**src/rtl/pipelined_control_unit_pkg.sv**
```systemverilog
`default_nettype none
// ============================================================================
// Module      : pipelined_control_unit_pkg
// Description : Opcode, ALU and mux-select encodings plus the control bundle
//               carried down the D/E/M/W pipeline.
// Revision    : 1.0
// ============================================================================
package pipelined_control_unit_pkg;

    localparam logic [6:0] c_op_lw     = 7'b0000011;
    localparam logic [6:0] c_op_sw     = 7'b0100011;
    localparam logic [6:0] c_op_rtype  = 7'b0110011;
    localparam logic [6:0] c_op_itype  = 7'b0010011;
    localparam logic [6:0] c_op_branch = 7'b1100011;
    localparam logic [6:0] c_op_jal    = 7'b1101111;

    localparam logic [2:0] c_alu_add = 3'b000;
    localparam logic [2:0] c_alu_sub = 3'b001;
    localparam logic [2:0] c_alu_and = 3'b010;
    localparam logic [2:0] c_alu_or  = 3'b011;
    localparam logic [2:0] c_alu_slt = 3'b101;

    localparam logic [1:0] c_imm_i = 2'b00;
    localparam logic [1:0] c_imm_s = 2'b01;
    localparam logic [1:0] c_imm_b = 2'b10;
    localparam logic [1:0] c_imm_j = 2'b11;

    localparam logic [1:0] c_res_alu = 2'b00;
    localparam logic [1:0] c_res_mem = 2'b01;
    localparam logic [1:0] c_res_pc4 = 2'b10;

    typedef struct packed {
        logic       regwrite;
        logic [1:0] resultsrc;
        logic       memwrite;
        logic       branch;
        logic       branchneg;
        logic       jump;
        logic [2:0] alucontrol;
        logic       alusrc;
    } ctrl_t;

    // Returns {legal, alucontrol} for the arithmetic funct3 values we implement.
    function automatic logic [3:0] f_alu_sel(input logic [2:0] funct3, input logic sub);
        case (funct3)
            3'b000:  return {1'b1, (sub ? c_alu_sub : c_alu_add)};
            3'b010:  return {1'b1, c_alu_slt};
            3'b110:  return {1'b1, c_alu_or};
            3'b111:  return {1'b1, c_alu_and};
            default: return {1'b0, c_alu_add};
        endcase
    endfunction

endpackage
`default_nettype wire

```
**src/rtl/pipelined_control_unit_if.sv**
```systemverilog
`default_nettype none
// ============================================================================
// Module      : pipelined_control_unit_if
// Description : Datapath <-> control-unit signal bundle.
// Revision    : 1.0
// ============================================================================
interface pipelined_control_unit_if;
    logic [31:0] InstrD;
    logic        ZeroE;
    logic        FlushE;
    logic [1:0]  ImmSrcD;
    logic [2:0]  ALUControlE;
    logic        ALUSrcE;
    logic        PCSrcE;
    logic        ResultSrcE0;
    logic        MemWriteM;
    logic        RegWriteM;
    logic [1:0]  ResultSrcW;
    logic        RegWriteW;
    logic        IllegalD;
    logic        IllegalSeen;

    modport master (
        output InstrD, ZeroE, FlushE,
        input  ImmSrcD, ALUControlE, ALUSrcE, PCSrcE, ResultSrcE0,
               MemWriteM, RegWriteM, ResultSrcW, RegWriteW, IllegalD, IllegalSeen
    );

    modport slave (
        input  InstrD, ZeroE, FlushE,
        output ImmSrcD, ALUControlE, ALUSrcE, PCSrcE, ResultSrcE0,
               MemWriteM, RegWriteM, ResultSrcW, RegWriteW, IllegalD, IllegalSeen
    );
endinterface
`default_nettype wire

```
**src/rtl/pipelined_control_unit_control_decoder.sv**
```systemverilog
`default_nettype none
// ============================================================================
// Module      : control_decoder
// Description : Combinational decode of the D-stage instruction into a
//               control bundle; unsupported encodings yield a bubble.
// Revision    : 1.0
// ============================================================================
module control_decoder
    import pipelined_control_unit_pkg::*;
#(
    parameter bit SUPPORT_BNE = 1'b1
) (
    input  wire logic [31:0] i_instr,
    output ctrl_t            o_ctrl,
    output logic [1:0]       o_immsrc,
    output logic             o_illegal
);

    logic [6:0] w_op;
    logic [2:0] w_funct3;
    logic [6:0] w_funct7;
    ctrl_t      w_ctrl;
    logic [1:0] w_imm;
    logic       w_illegal;
    logic [3:0] w_alu_sel;
    logic       w_unused;

    assign w_op     = i_instr[6:0];
    assign w_funct3 = i_instr[14:12];
    assign w_funct7 = i_instr[31:25];
    assign w_unused = ^{i_instr[24:15], i_instr[11:7]};

    // Sub only exists for R-type; addi with imm[10]=1 must stay an add.
    assign w_alu_sel = f_alu_sel(w_funct3, (w_op == c_op_rtype) && w_funct7[5]);

    always_comb begin
        w_ctrl    = '0;
        w_imm     = c_imm_i;
        w_illegal = 1'b0;
        case (w_op)
            c_op_lw: begin
                w_ctrl.regwrite   = 1'b1;
                w_ctrl.alusrc     = 1'b1;
                w_ctrl.resultsrc  = c_res_mem;
                w_ctrl.alucontrol = c_alu_add;
                w_illegal         = (w_funct3 != 3'b010);
            end
            c_op_sw: begin
                w_ctrl.memwrite   = 1'b1;
                w_ctrl.alusrc     = 1'b1;
                w_ctrl.alucontrol = c_alu_add;
                w_imm             = c_imm_s;
                w_illegal         = (w_funct3 != 3'b010);
            end
            c_op_rtype: begin
                w_ctrl.regwrite   = 1'b1;
                w_ctrl.resultsrc  = c_res_alu;
                w_ctrl.alucontrol = w_alu_sel[2:0];
                w_illegal         = !w_alu_sel[3] || !((w_funct7 == 7'h00) || (w_funct7 == 7'h20));
            end
            c_op_itype: begin
                w_ctrl.regwrite   = 1'b1;
                w_ctrl.alusrc     = 1'b1;
                w_ctrl.alucontrol = w_alu_sel[2:0];
                w_illegal         = !w_alu_sel[3];
            end
            c_op_branch: begin
                w_ctrl.branch     = 1'b1;
                w_ctrl.branchneg  = w_funct3[0];
                w_ctrl.alucontrol = c_alu_sub;
                w_imm             = c_imm_b;
                w_illegal         = !((w_funct3 == 3'b000) || (SUPPORT_BNE && (w_funct3 == 3'b001)));
            end
            c_op_jal: begin
                w_ctrl.jump      = 1'b1;
                w_ctrl.regwrite  = 1'b1;
                w_ctrl.resultsrc = c_res_pc4;
                w_imm            = c_imm_j;
            end
            default: w_illegal = 1'b1;
        endcase
    end

    assign o_ctrl    = w_illegal ? '0 : w_ctrl;
    assign o_immsrc  = w_illegal ? c_imm_i : w_imm;
    assign o_illegal = w_illegal;

endmodule
`default_nettype wire

```
**src/rtl/pipelined_control_unit.sv**
```systemverilog
`default_nettype none
// ============================================================================
// Module      : pipelined_control_unit
// Description : Decodes in D and carries controls through D/E, E/M and M/W
//               registers; E-stage flush and sticky illegal-opcode flag.
// Revision    : 1.0
// ============================================================================
module pipelined_control_unit
    import pipelined_control_unit_pkg::*;
#(
    parameter bit SUPPORT_BNE = 1'b1
) (
    input  wire logic               CLK,
    input  wire logic               RST_N,
    pipelined_control_unit_if.slave bus
);

    ctrl_t      w_ctrl_d;
    logic [1:0] w_immsrc_d;
    logic       w_illegal_d;

    ctrl_t      r_ctrl_e;
    logic       r_regwrite_m;
    logic [1:0] r_resultsrc_m;
    logic       r_memwrite_m;
    logic       r_regwrite_w;
    logic [1:0] r_resultsrc_w;
    logic       r_illegal_seen;

    control_decoder #(
        .SUPPORT_BNE (SUPPORT_BNE)
    ) u_decoder (
        .i_instr   (bus.InstrD),
        .o_ctrl    (w_ctrl_d),
        .o_immsrc  (w_immsrc_d),
        .o_illegal (w_illegal_d)
    );

    always_ff @(posedge CLK or negedge RST_N) begin
        if (!RST_N) begin
            r_ctrl_e       <= '0;
            r_regwrite_m   <= 1'b0;
            r_resultsrc_m  <= 2'b00;
            r_memwrite_m   <= 1'b0;
            r_regwrite_w   <= 1'b0;
            r_resultsrc_w  <= 2'b00;
            r_illegal_seen <= 1'b0;
        end else begin
            r_ctrl_e       <= bus.FlushE ? '0 : w_ctrl_d;
            r_regwrite_m   <= r_ctrl_e.regwrite;
            r_resultsrc_m  <= r_ctrl_e.resultsrc;
            r_memwrite_m   <= r_ctrl_e.memwrite;
            r_regwrite_w   <= r_regwrite_m;
            r_resultsrc_w  <= r_resultsrc_m;
            // A flushed illegal instruction never really executed, so it is not recorded.
            if (w_illegal_d && !bus.FlushE) begin
                r_illegal_seen <= 1'b1;
            end
        end
    end

    assign bus.ImmSrcD     = w_immsrc_d;
    assign bus.IllegalD    = w_illegal_d;
    assign bus.ALUControlE = r_ctrl_e.alucontrol;
    assign bus.ALUSrcE     = r_ctrl_e.alusrc;
    assign bus.PCSrcE      = r_ctrl_e.jump | (r_ctrl_e.branch & (bus.ZeroE ^ r_ctrl_e.branchneg));
    assign bus.ResultSrcE0 = r_ctrl_e.resultsrc[0];
    assign bus.MemWriteM   = r_memwrite_m;
    assign bus.RegWriteM   = r_regwrite_m;
    assign bus.ResultSrcW  = r_resultsrc_w;
    assign bus.RegWriteW   = r_regwrite_w;
    assign bus.IllegalSeen = r_illegal_seen;

endmodule
`default_nettype wire

```
**src/flat_wrapper.sv**
```systemverilog
// flat-port wrapper written by rule: the top's interface ports become plain ports
module pipelined_control_unit_flat import pipelined_control_unit_pkg::*;
#(
    parameter bit SUPPORT_BNE = 1'b1
)
  (CLK, RST_N, bus_InstrD, bus_ZeroE, bus_FlushE, bus_ImmSrcD, bus_ALUControlE, bus_ALUSrcE, bus_PCSrcE, bus_ResultSrcE0, bus_MemWriteM, bus_RegWriteM, bus_ResultSrcW, bus_RegWriteW, bus_IllegalD, bus_IllegalSeen);
  pipelined_control_unit_if bus_i ();
  input  wire logic CLK;
  input  wire logic RST_N;
  input wire logic [$bits(bus_i.InstrD)-1:0] bus_InstrD;
  input wire logic [$bits(bus_i.ZeroE)-1:0] bus_ZeroE;
  input wire logic [$bits(bus_i.FlushE)-1:0] bus_FlushE;
  output wire logic [$bits(bus_i.ImmSrcD)-1:0] bus_ImmSrcD;
  output wire logic [$bits(bus_i.ALUControlE)-1:0] bus_ALUControlE;
  output wire logic [$bits(bus_i.ALUSrcE)-1:0] bus_ALUSrcE;
  output wire logic [$bits(bus_i.PCSrcE)-1:0] bus_PCSrcE;
  output wire logic [$bits(bus_i.ResultSrcE0)-1:0] bus_ResultSrcE0;
  output wire logic [$bits(bus_i.MemWriteM)-1:0] bus_MemWriteM;
  output wire logic [$bits(bus_i.RegWriteM)-1:0] bus_RegWriteM;
  output wire logic [$bits(bus_i.ResultSrcW)-1:0] bus_ResultSrcW;
  output wire logic [$bits(bus_i.RegWriteW)-1:0] bus_RegWriteW;
  output wire logic [$bits(bus_i.IllegalD)-1:0] bus_IllegalD;
  output wire logic [$bits(bus_i.IllegalSeen)-1:0] bus_IllegalSeen;
  assign bus_i.InstrD = bus_InstrD;
  assign bus_i.ZeroE = bus_ZeroE;
  assign bus_i.FlushE = bus_FlushE;
  assign bus_ImmSrcD = bus_i.ImmSrcD;
  assign bus_ALUControlE = bus_i.ALUControlE;
  assign bus_ALUSrcE = bus_i.ALUSrcE;
  assign bus_PCSrcE = bus_i.PCSrcE;
  assign bus_ResultSrcE0 = bus_i.ResultSrcE0;
  assign bus_MemWriteM = bus_i.MemWriteM;
  assign bus_RegWriteM = bus_i.RegWriteM;
  assign bus_ResultSrcW = bus_i.ResultSrcW;
  assign bus_RegWriteW = bus_i.RegWriteW;
  assign bus_IllegalD = bus_i.IllegalD;
  assign bus_IllegalSeen = bus_i.IllegalSeen;
  pipelined_control_unit #(.SUPPORT_BNE(SUPPORT_BNE)) u_core (.CLK(CLK), .RST_N(RST_N), .bus(bus_i));
endmodule
```
**config.mk**
```make
export PLATFORM = sky130hd
export DESIGN_NAME = pipelined_control_unit_flat
export DESIGN_NICKNAME = d
export VERILOG_FILES = /design/src/rtl/pipelined_control_unit_pkg.sv /design/src/rtl/pipelined_control_unit_if.sv /design/src/rtl/pipelined_control_unit_control_decoder.sv /design/src/rtl/pipelined_control_unit.sv /design/src/flat_wrapper.sv
export SDC_FILE = /design/constraint.sdc
export NUM_CORES = 1
export LEC_CHECK = 0
export ABC_CLOCK_PERIOD_IN_PS = 2900
export CAP_MARGIN = 20
export CORE_AREA = 2 2 51 53
export DETAILED_ROUTE_END_ITERATION = 10
export DIE_AREA = 0 0 53 55
export PLACE_DENSITY = 0.8
export SYNTH_ARGS = -nofsm -noshare
export SYNTH_HDL_FRONTEND = slang
export SYNTH_HIERARCHICAL = 1
export SYNTH_SLANG_ARGS = --single-unit
```
**constraint.sdc**
```tcl
create_clock -name CLK -period 2.9 [get_ports CLK]
set_clock_uncertainty 0.2 [all_clocks]
set_input_delay 0.58 -clock CLK [delete_from_list [all_inputs] [get_ports CLK]]
set_output_delay 0.58 -clock CLK [all_outputs]
set_load 0.02 [all_outputs]
```
# Yosys cells after proc, flatten, opt, wreduce, memory -nomap -nowiden
# Cells that the tools add are included.
# op_classes
n_reduce_logical	15
shifts	0
muxes	14
div	0
n_eq_ne	12
add_sub_neg	0
n_bitwise	3
mul	0
n_lt_le_gt_ge	0
# op_table
cell	count
$mux 11	2
$eq 7x6->1 const B	3
$pmux 4 s4	1
$eq 7x7->1 const B	2
$eq 7x2->1 const B	1
$eq 7x5->1 const B	1
$logic_not 7->1	1
$eq 3x3->1 const B	2
$pmux 2 s3	1
$pmux 3 s2	1
$mux 1	5
$pmux 1 s5	1
$logic_not 1->1	4
$mux 2	2
$pmux 2 s2	1
$reduce_or 2->1	2
$reduce_or 4->1	1
$eq 3x1->1 const B	1
$eq 3x2->1 const B	1
$logic_not 3->1	1
$logic_or 1x1->1	3
$ne 3x2->1 const B	1
$reduce_or 3->1	1
$logic_and 1x1->1	2
3 further kinds	3
# word_totals
mem_bits_rw	0
output_inout_bits	15
n_memories	0
latchBits	0
regBits	19
romBits	0
in_bits	36
word_cells	58

# Depth between registers and ports, before layout
# Gate-level depths: netlist (run 1).
# depth
ltp_word	9
depth_mapped	5

# Cells and area by module
# Netlist (run 1), hierarchy kept.
# by_module_without_submodules
mod	seq_area_each_um2	cells_per_inst	n_inst	area_each_um2
pipelined_control_unit	475.5	38	1	603.1
control_decoder	0.0	38	1	267.8

# Least setup slack after synthesis (run 1)
# Ideal clock, no wire load.
# synth_path
path_type	input-to-output
start	input bus_InstrD[26]
end	output bus_IllegalD
arrival_time_ns	1.426
path_slack_ns	0.694
n_path_buf	0
path_stages	3
required_time_ns	2.120
cell_sequence	o41ai_2 > o2111ai_1 > a32o_2
# synth_via
elab_chain_len	5
elab_cells_between_ends	6
cone_classes	1 x eq/ne; 1 x mux; 4 x reduce/logical
# synth_lines
item	line	text
start: declaration	flat_wrapper.sv:10	input wire logic [$bits(bus_i.InstrD)-1:0] bus_InstrD;
$eq 7x6->1 or $logic_not 7->1 (tied branches)	pipelined_control_unit_control_decoder.sv:59	w_illegal = !w_alu_sel[3] || !((w_funct7 == 7'h00) || (w_funct7 == 7'h20));
$logic_or 1x1->1 *	pipelined_control_unit_control_decoder.sv:59	
$logic_not 1->1 *	pipelined_control_unit_control_decoder.sv:59	
$logic_or 1x1->1 *	pipelined_control_unit_control_decoder.sv:59	
$pmux 1 s5 *	pipelined_control_unit_control_decoder.sv:40	case (w_op)
end: declaration	flat_wrapper.sv:22	output wire logic [$bits(bus_i.IllegalD)-1:0] bus_IllegalD;
# Mark *: on every way between the ends. The rest lies on a longest branch, timed or not.

# Final worst setup path (run 1)
# layout_path
start	input bus_InstrD[27]
end	output bus_IllegalD
# The elaborated chain is that of the path after synthesis.

==> results.sh, run 1 <==
export IMPL_grt_overflow=0
export IMPL_ir_drop_uv=203
export IMPL_clk_path_buf_depth=2
export IMPL_num_vias=743
export IMPL_cp_slowest_cell="clkdlybuf4s50_1"
export IMPL_worstSkewPairLatency_ns=0.28
export IMPL_initial_core_util_pct=36.8
export IMPL_slew_headroom_pct=48.4
export IMPL_syn_inst=76
export IMPL_postRouteAntennaNets=0
export IMPL_ff2ff_setup_slack_ns=2.06
export IMPL_post_route_cell_area_um2=1390
export IMPL_path_clk_slew_ns=0.09
export IMPL_required_ns=2.12
export IMPL_ctsHtreeMaxLevel=1
export IMPL_drt_initial_drc_count=2
export IMPL_core_area_um2=2360
export IMPL_fin_nets=165
export IMPL_combPwrFrac_pct=16.5
export IMPL_ys_ff_latch=19
export IMPL_grt_pass1_wl_um=3040
export IMPL_p_int_mw=0.360
export IMPL_worst_pin_slew_ns=0.771
export IMPL_worst_path_max_fanout=2
export IMPL_layout_setup_ws_ns=0.0683
export IMPL_syn_nets=112
export IMPL_p_leak_nw=0.646
export IMPL_grt_start_max_net_pins=20
export IMPL_path_buf_inv=2
export IMPL_critPathKind="input pin to output port"
export IMPL_rsz0062_at_grt="no"
export IMPL_r2r_worst_path_cells=1
export IMPL_cts_sinks=19
export IMPL_cap_violations=0
export IMPL_rows=18
export IMPL_drv_slew=0
export IMPL_firstDrtPassIters=3
export IMPL_holdWs_ns=0.158
export IMPL_swShare_pct=22.0
export IMPL_antenna_found_initial=0
export IMPL_stdcell_count=158
export IMPL_drc=0
export IMPL_slowest_delay_ns=0.42
export IMPL_dp_cells=154
export IMPL_final_hold_viol_count=0
export IMPL_drive_gt1_share_pct=27.3
export IMPL_synth_ff_type="dfrtp_1"
export IMPL_p_per_area_nw_per_um2=333
export IMPL_portBuffers=35
export IMPL_yosysSeqAreaShare_pct=54.6
export IMPL_cts_root_buffer="clkbuf_4"
export IMPL_total_power_mw=0.462
export IMPL_worstPathArrival_ns=2.05
export IMPL_diodes=0
export IMPL_cts_buffers=3
export IMPL_placed_area_um2=1360
export IMPL_cts_hold_buf=0
export IMPL_cp_depth=5
export IMPL_vias_per_cell=4.70
export IMPL_fin_crit_sh_pct=97.6
export IMPL_pin_count=51
export IMPL_yosysUniqueCellTypes=32
export IMPL_avgSynthCellArea_um2=11.5
export IMPL_worstSetupEndpointType="output port"
export IMPL_nFillCells=202
export IMPL_wl_per_cell_um=11.5
export IMPL_tns_ns=0
export IMPL_critPathLaunchType="input pin"
export IMPL_setup_viol=0
export IMPL_clkPwrFrac_pct=26.2
export IMPL_cts_tree="yes"
export IMPL_power_switching_mw=0.102
export IMPL_die_y_um=55
export IMPL_synth_edf_count=0
export IMPL_cts_setup_buffers=0
export IMPL_hold_path_class="flop to flop"
export IMPL_dp_hpwl_um=1530
export IMPL_pwr_share_seq_pct=57.4
export IMPL_die_area_um2=2920
export IMPL_syn_area_um2=871
export IMPL_area_growth_pct=59.2
export IMPL_status="finished, final reports clean"
export IMPL_crit_path_cell_trace="clkdlybuf4s50_1 -> o41ai_2 -> o2111ai_2 -> a32o_2 -> clkbuf_2"
export IMPL_final_core_util_pct=58.6
export IMPL_period_needed_ns=2.83
export IMPL_grt_pass1_vias=731
export IMPL_place_congestion=0.909
export IMPL_die_x_um=53
export IMPL_yosys_warnings=6
export IMPL_drt_total_wl_um=1820
export IMPL_grtUsageTotal_pct=14.4
export IMPL_fmax_mhz=353
export IMPL_post_place_ws_ns=-0.277
export IMPL_whs_path_depth=0
export IMPL_crit_family="compound AO/OA/AOI/OAI gates"
export IMPL_ys_async_sr_fraction_pct=100
## synth_stat cells (2+ instances only)
cell       number  share of area (%)
a21o_1          2                1.7
and4_1          2                2.0
buf_4           4                3.4
dfrtp_1        19                 55
inv_1           2               0.86
inv_2           2               0.86
nor2_1          6                2.6
nor2b_1        10                7.2
nor3_1          3                1.7
nor4_1          2                1.4
o2111ai_1       2                2.0
or2b_1          2                1.7
## layout make-up
type                    instances  area (µm²)  share of cell area [%]
clock buffers                   3        22.5                    1.62
clock inverters                 1        5.00                   0.361
inverters                       4        15.0                    1.08
multi-input cells              49         365                    26.4
flip-flops and latches         19         475                    34.3
well taps                      30        37.5                    2.71
repair buffers                 52         465                    33.6
## final timing paths
| path | from | end |
|---|---|---|
| max | bus_InstrD[27] | bus_IllegalD |
| min | u_core/r_ctrl_e[9] | u_core/r_resultsrc_m[1] |
| max reg2reg | u_core/bus.IllegalSeen | u_core/bus.IllegalSeen |
| min reg2reg | u_core/r_ctrl_e[9] | u_core/r_resultsrc_m[1] |
| max in group asynchronous | RST_N | u_core/bus.RegWriteM |
| min in group asynchronous | RST_N | u_core/bus.MemWriteM |
## flip-flops by register name (all words and copies together) (netlist names)
signal / flops
u_core/bus.ALUControlE: 3
u_core/bus.ALUSrcE: 1
u_core/bus.IllegalSeen: 1
u_core/bus.MemWriteM: 1
u_core/bus.RegWriteM: 1
u_core/bus.RegWriteW: 1
u_core/bus.ResultSrcE0: 1
u_core/bus.ResultSrcW: 2
u_core/r_ctrl_e: 6
u_core/r_resultsrc_m: 2
## placed cells by master (no fill, tap or decap), types with 2 or more instances in the layout
cell and instances:
and4_1 2, nor3_1 3, nor2_1 5, nor2b_1 10, dlygate4sd2_1 2, or2b_1 2
inv_2 2, inv_1 2, clkbuf_4 3, buf_4 17, clkbuf_2 2, dfrtp_1 19
a21o_1 2, clkdlybuf4s50_1 31
## power groups by stage
| stage | Clock, mW | Combinational (mW) | Sequential, mW |
|---|---|---|---|
| floorplan | 0 | 0.0173 | 0.270 |
| global placement | 0 | 0.0731 | 0.270 |
| detailed placement | 0 | 0.0752 | 0.270 |
| CTS | 0.128 | 0.0752 | 0.265 |
| global route | 0.140 | 0.0831 | 0.265 |
| finish | 0.121 | 0.0761 | 0.265 |
## repair_timing
action,4_1_cts,5_1_grt
endpoints found under the setup margin,3,2
gates cloned,0,0
pin swaps,0,2
gates resized for setup,5,6
## logic make-up after synthesis
logic type	after synthesis	synth area share, %
AND/OR/NAND/NOR	34	24.9
flip-flops	19	54.6
AO/OA/AOI/OAI	14	14.4
buffers and inverters	8	5.17
XOR/XNOR	1	1.01
## layer usage
metal / share of wire [%] / GRT usage (%) / routed length (µm) / vias up
met5: 0 / 0 / 0 / -
met4: 0.77 / 8.12 / 14 / 0
met3: 5.1 / 2.15 / 92 / 2
met2: 53 / 25.8 / 972 / 18
met1: 41 / 16.4 / 739 / 344
li1: - / - / - / 379
No activity file was read; power rests on OpenSTA's default activity.
==> run 2: changes to the inputs <==
ABC_CLOCK_PERIOD_IN_PS = 3200   (was 2900)
CORE_AREA = 2 2 52 54   (was 2 2 51 53)
DIE_AREA = 0 0 54 56   (was 0 0 53 55)
PLACE_DENSITY = 0.77   (was 0.8)
clock period = 3.2 ns   (was 2.9 ns; I/O delays follow)
==> run 2 against run 1 <==
  * Clock power shrank 7%
  * Core utilization down 1.9 points
  * Sequential power shrank 9.4%
  * Final area down 0.45%
  * Sequential cell count is the same
  * Global-route usage fell by 0.88 points
  * Critical endpoint is now bus_ImmSrcD[1]
  * Largest cell class unchanged
==> results.sh, run 2 (synthesis gave the netlist of run 1 again) <==
export IMPL_antenna_found_initial=0
export IMPL_portBuffers=35
export IMPL_ir_drop_uv=184
export IMPL_wl_per_cell_um=11.9
export IMPL_fin_crit_sh_pct=97.0
export IMPL_worstSkewPairLatency_ns=0.28
export IMPL_drc=0
export IMPL_pin_count=51
export IMPL_hold_path_class="flop to flop"
export IMPL_cts_hold_buf=0
export IMPL_tns_ns=0
export IMPL_largest_reg_flops=6
export IMPL_swShare_pct=22.1
export IMPL_grt_start_max_net_pins=20
export IMPL_combPwrFrac_pct=16.3
export IMPL_drive_gt1_share_pct=22.7
export IMPL_die_area_um2=3020
export IMPL_post_route_cell_area_um2=1380
export IMPL_power_switching_mw=0.0930
export IMPL_final_hold_viol_count=0
export IMPL_dp_hpwl_um=1570
export IMPL_drt_total_wl_um=1880
export IMPL_holdWs_ns=0.156
export IMPL_p_int_mw=0.329
export IMPL_critPathLaunchType="input pin"
export IMPL_cts_buffers=3
export IMPL_p_leak_nw=0.638
export IMPL_drv_slew=0
export IMPL_grt_pass1_vias=727
export IMPL_fmax_mhz=322
export IMPL_status="finished, final reports clean"
export IMPL_period_needed_ns=3.10
export IMPL_die_x_um=54
export IMPL_num_vias=757
export IMPL_final_common_cell="clkdlybuf4s50_1"
export IMPL_p_per_area_nw_per_um2=306
export IMPL_layout_setup_ws_ns=0.0951
export IMPL_clkPwrFrac_pct=26.7
export IMPL_cap_violations=0
export IMPL_grt_overflow=0
export IMPL_layout_common_cells="33 x clkdlybuf4s50_1, 19 x dfrtp_1, 17 x buf_4"
export IMPL_path_clk_slew_ns=0.10
export IMPL_worstPathArrival_ns=2.26
export IMPL_cts_root_buffer="clkbuf_4"
export IMPL_drt_initial_drc_count=8
export IMPL_cts_tree="yes"
export IMPL_place_congestion=0.926
export IMPL_die_y_um=56
export IMPL_core_area_um2=2430
export IMPL_worst_pin_slew_ns=0.777
export IMPL_pwr_share_seq_pct=57.0
export IMPL_grt_pass1_wl_um=3050
export IMPL_slew_headroom_pct=48.0
export IMPL_total_power_mw=0.422
export IMPL_worstSetupEndpointType="output port"
export IMPL_ctsHtreeMaxLevel=1
export IMPL_postRouteAntennaNets=0
export IMPL_setup_viol=0
export IMPL_critPathKind="input pin to output port"
export IMPL_initial_core_util_pct=35.8
export IMPL_vias_per_cell=4.79
export IMPL_clk_path_buf_depth=2
export IMPL_rows=18
export IMPL_grtUsageTotal_pct=13.5
export IMPL_fin_nets=165
export IMPL_firstDrtPassIters=4
export IMPL_top_register="u_core/r_ctrl_e"
export IMPL_placed_area_um2=1360
export IMPL_area_growth_pct=58.5
export IMPL_required_ns=2.36
export IMPL_rsz0062_at_grt="no"
export IMPL_worst_path_max_fanout=6
export IMPL_post_place_ws_ns=-0.0876
export IMPL_diodes=0
export IMPL_cts_sinks=19
run 2: cell type report:
| class | count | area (µm²) |
|---|---|---|
| sequential | 19 | 475 |
| timing repair buffer | 52 | 475 |
| inverter | 4 | 15.0 |
| tap | 30 | 37.5 |
| clock buffer | 4 | 26.3 |
| multi-input combinational | 49 | 350 |
| fill | 206 | 1050 |
run 2: path summary, 6_finish.rpt:
kind                                        start                      to  slack [ns]  cells past startpoint
max in group asynchronous                   RST_N    u_core/bus.RegWriteM        1.72                      1
min in group asynchronous                   RST_N  u_core/bus.ResultSrcE0        0.60                      1
setup / recovery                   bus_InstrD[14]          bus_ImmSrcD[1]         0.1                      5
hold / removal                 u_core/r_ctrl_e[7]    u_core/bus.MemWriteM        0.16                      0
hold reg to reg                u_core/r_ctrl_e[7]    u_core/bus.MemWriteM        0.16                      0
setup reg to reg           u_core/bus.IllegalSeen  u_core/bus.IllegalSeen        2.36                      1
run 2: metal layers:
layer	track usage (%)	wire, µm
met2	22.8	1010
met3	1.08	90
met1	15.8	760
met5	0	0
met4	8.21	13
run 2: what timing repair did:
item                                    CTS  global route
resized for setup                         2             0
setup buffers                             0             0
endpoints found under the setup margin    2             0
run 2: worst max-delay path, stage by stage:
cell and delay (ns):
clkdlybuf4s50_1 0.52, nor4_1 0.27, o2111ai_1 0.16, inv_1 0.08, clkdlybuf4s50_1 0.59
run 2: power groups by stage:
stage | registers (mW) | clock network (mW) | logic [mW]
finish | 0.240 | 0.113 | 0.0688
global route | 0.240 | 0.130 | 0.0741
CTS | 0.240 | 0.118 | 0.0688
detailed placement | 0.245 | 0 | 0.0689
global placement | 0.245 | 0 | 0.0665
floorplan | 0.245 | 0 | 0.0157
run 2: stage by stage:
stage,utilization [%],instances
6_report,56.7,158
3_3_place_gp,55.8,154
2_1_floorplan,-,76
3_5_place_dp,55.8,154
4_1_cts,56.7,158
5_1_grt,56.7,158
==> run 3: changes to the inputs <==
MAX_ROUTING_LAYER = met4   (was unset)
==> run 3 against run 2 <==
  * Final area is the same
  * Highest routed layer unchanged
  * Sequential share of layout area is the same
  * Power is essentially flat
  * Global-route usage grew 0.30 points
  * Largest cell class unchanged
  * Non-clock buffer count is the same
  * Core utilization is the same
  * Worst hold slack gained 0.00064 ns
  * Sequential cell count is the same
  * Clock power is essentially flat
==> results.sh, run 3 (synthesis gave the netlist of run 1 again) <==
export IMPL_status="finished, final reports clean"
export IMPL_place_congestion=0.943
export IMPL_grt_pass1_wl_um=3050
export IMPL_rows=18
export IMPL_clk_path_buf_depth=2
export IMPL_cap_violations=0
export IMPL_multi_input_area_um2=350
export IMPL_final_hold_viol_count=0
export IMPL_swShare_pct=22.1
export IMPL_cts_setup_buffers=0
export IMPL_startpoint="bus_InstrD[14]"
export IMPL_postRouteAntennaNets=0
export IMPL_initial_core_util_pct=35.8
export IMPL_path_clk_slew_ns=0.10
export IMPL_die_y_um=56
export IMPL_rsz0062_at_grt="no"
export IMPL_cts_sinks=19
export IMPL_core_area_um2=2430
export IMPL_slew_headroom_pct=48.1
export IMPL_cp_depth=5
export IMPL_portBuffers=35
export IMPL_cts_root_buffer="clkbuf_4"
export IMPL_cts_buffers=3
export IMPL_ctsHtreeMaxLevel=1
export IMPL_crit_family="buffers and inverters"
export IMPL_worst_pin_slew_ns=0.776
export IMPL_final_core_util_pct=56.7
export IMPL_critPathKind="input pin to output port"
export IMPL_nFillCells=206
export IMPL_grtUsageTotal_pct=13.8
export IMPL_critPathLaunchType="input pin"
export IMPL_hold_path_class="flop to flop"
export IMPL_setup_viol=0
export IMPL_worstSkewPairLatency_ns=0.28
export IMPL_crit_end="bus_ImmSrcD[1]"
export IMPL_die_area_um2=3020
export IMPL_diodes=0
export IMPL_layout_setup_ws_ns=0.0951
export IMPL_required_ns=2.36
export IMPL_drt_total_wl_um=1890
export IMPL_top_register="u_core/r_ctrl_e"
export IMPL_cts_hold_buf=0
export IMPL_path_common_cell="clkdlybuf4s50_1"
export IMPL_post_place_ws_ns=-0.0876
export IMPL_p_leak_nw=0.638
export IMPL_pwr_share_seq_pct=56.9
export IMPL_fin_crit_sh_pct=97.0
export IMPL_timing_rr_start="u_core/bus.IllegalSeen"
export IMPL_worstPathArrival_ns=2.26
export IMPL_cp_slowest_cell="clkdlybuf4s50_1"
export IMPL_slowest_delay_ns=0.59
export IMPL_power_switching_mw=0.0932
export IMPL_antenna_found_initial=0
export IMPL_period_needed_ns=3.10
export IMPL_cts_resized_gates=2
export IMPL_grt_start_max_net_pins=20
export IMPL_ff2ff_setup_slack_ns=2.36
export IMPL_r2r_worst_path_cells=1
export IMPL_pin_count=51
export IMPL_clkPwrFrac_pct=26.8
export IMPL_final_common_cell="clkdlybuf4s50_1"
export IMPL_largest_reg_flops=6
export IMPL_ir_drop_uv=186
export IMPL_crit_path_cell_trace="clkdlybuf4s50_1 -> nor4_1 -> o2111ai_1 -> inv_1 -> clkdlybuf4s50_1"
export IMPL_path_buf_inv=3
export IMPL_grt_overflow=0
export IMPL_layout_common_cells="33 x clkdlybuf4s50_1, 19 x dfrtp_1, 17 x buf_4"
export IMPL_p_per_area_nw_per_um2=306
export IMPL_drc=0
export IMPL_dp_cells=154
export IMPL_firstDrtPassIters=4
export IMPL_fmax_mhz=322
export IMPL_worstSetupEndpointType="output port"
export IMPL_worst_path_max_fanout=6
export IMPL_holdWs_ns=0.156
export IMPL_hp_start="u_core/r_ctrl_e[7]"
export IMPL_stdcell_count=158
export IMPL_combPwrFrac_pct=16.3
export IMPL_fin_nets=165
export IMPL_grt_pass1_vias=723
export IMPL_r2r_end="u_core/bus.IllegalSeen"
export IMPL_wl_per_cell_um=12.0
export IMPL_vias_per_cell=4.80
export IMPL_dp_hpwl_um=1570
export IMPL_drt_initial_drc_count=10
export IMPL_die_x_um=54
export IMPL_cts_tree="yes"
export IMPL_p_int_mw=0.329
export IMPL_num_vias=758
export IMPL_area_growth_pct=58.5
export IMPL_regArea_um2=475
export IMPL_drive_gt1_share_pct=22.7
export IMPL_drv_slew=0
==> run 3: layout make-up <==
type / count / area share, %
sequential: 19 / 34.5
multi-input combinational: 49 / 25.4
inverter: 4 / 1.09
clock buffer: 4 / 1.90
tap: 30 / 2.72
timing repair buffer: 52 / 34.5
==> run 3: routing by layer <==
layer	GRT usage [%]	up-vias	routed length (µm)
met1	15.8	352	764
li1	-	381	-
met2	22.6	23	1020
met3	1.08	2	89
met5	-	-	0
met4	8.21	0	17
==> run 3: how the worst min path moves through the flow <==
stage                         endpoint  slack, ns  cells past startpoint
6_report          u_core/bus.MemWriteM       0.16                      0
5_1_grt           u_core/bus.MemWriteM       0.17                      0
4_1_cts           u_core/bus.MemWriteM       0.16                      0
3_5_place_dp      u_core/bus.MemWriteM       0.13                      0
3_3_place_gp   u_core/r_resultsrc_m[1]       0.13                      0
2_1_floorplan     u_core/bus.MemWriteM       0.13                      0
==> run 3: per-stage QoR <==
stage	area, µm²	total power [mW]	setup TNS (ns)
after floorplan	871	0.261	0
after global placement	1360	0.311	-0.105
after detailed placement	1360	0.314	-0.163
after CTS	1380	0.427	0
after global routing	1380	0.444	0
final	1380	0.422	0
==> run 3: power groups by stage <==
stage | Clock [mW] | Combinational, mW | Sequential (mW)
final | 0.113 | 0.0687 | 0.240
after global routing | 0.129 | 0.0741 | 0.240
after CTS | 0.118 | 0.0688 | 0.240
after detailed placement | 0 | 0.0689 | 0.245
after global placement | 0 | 0.0665 | 0.245
after floorplan | 0 | 0.0157 | 0.245
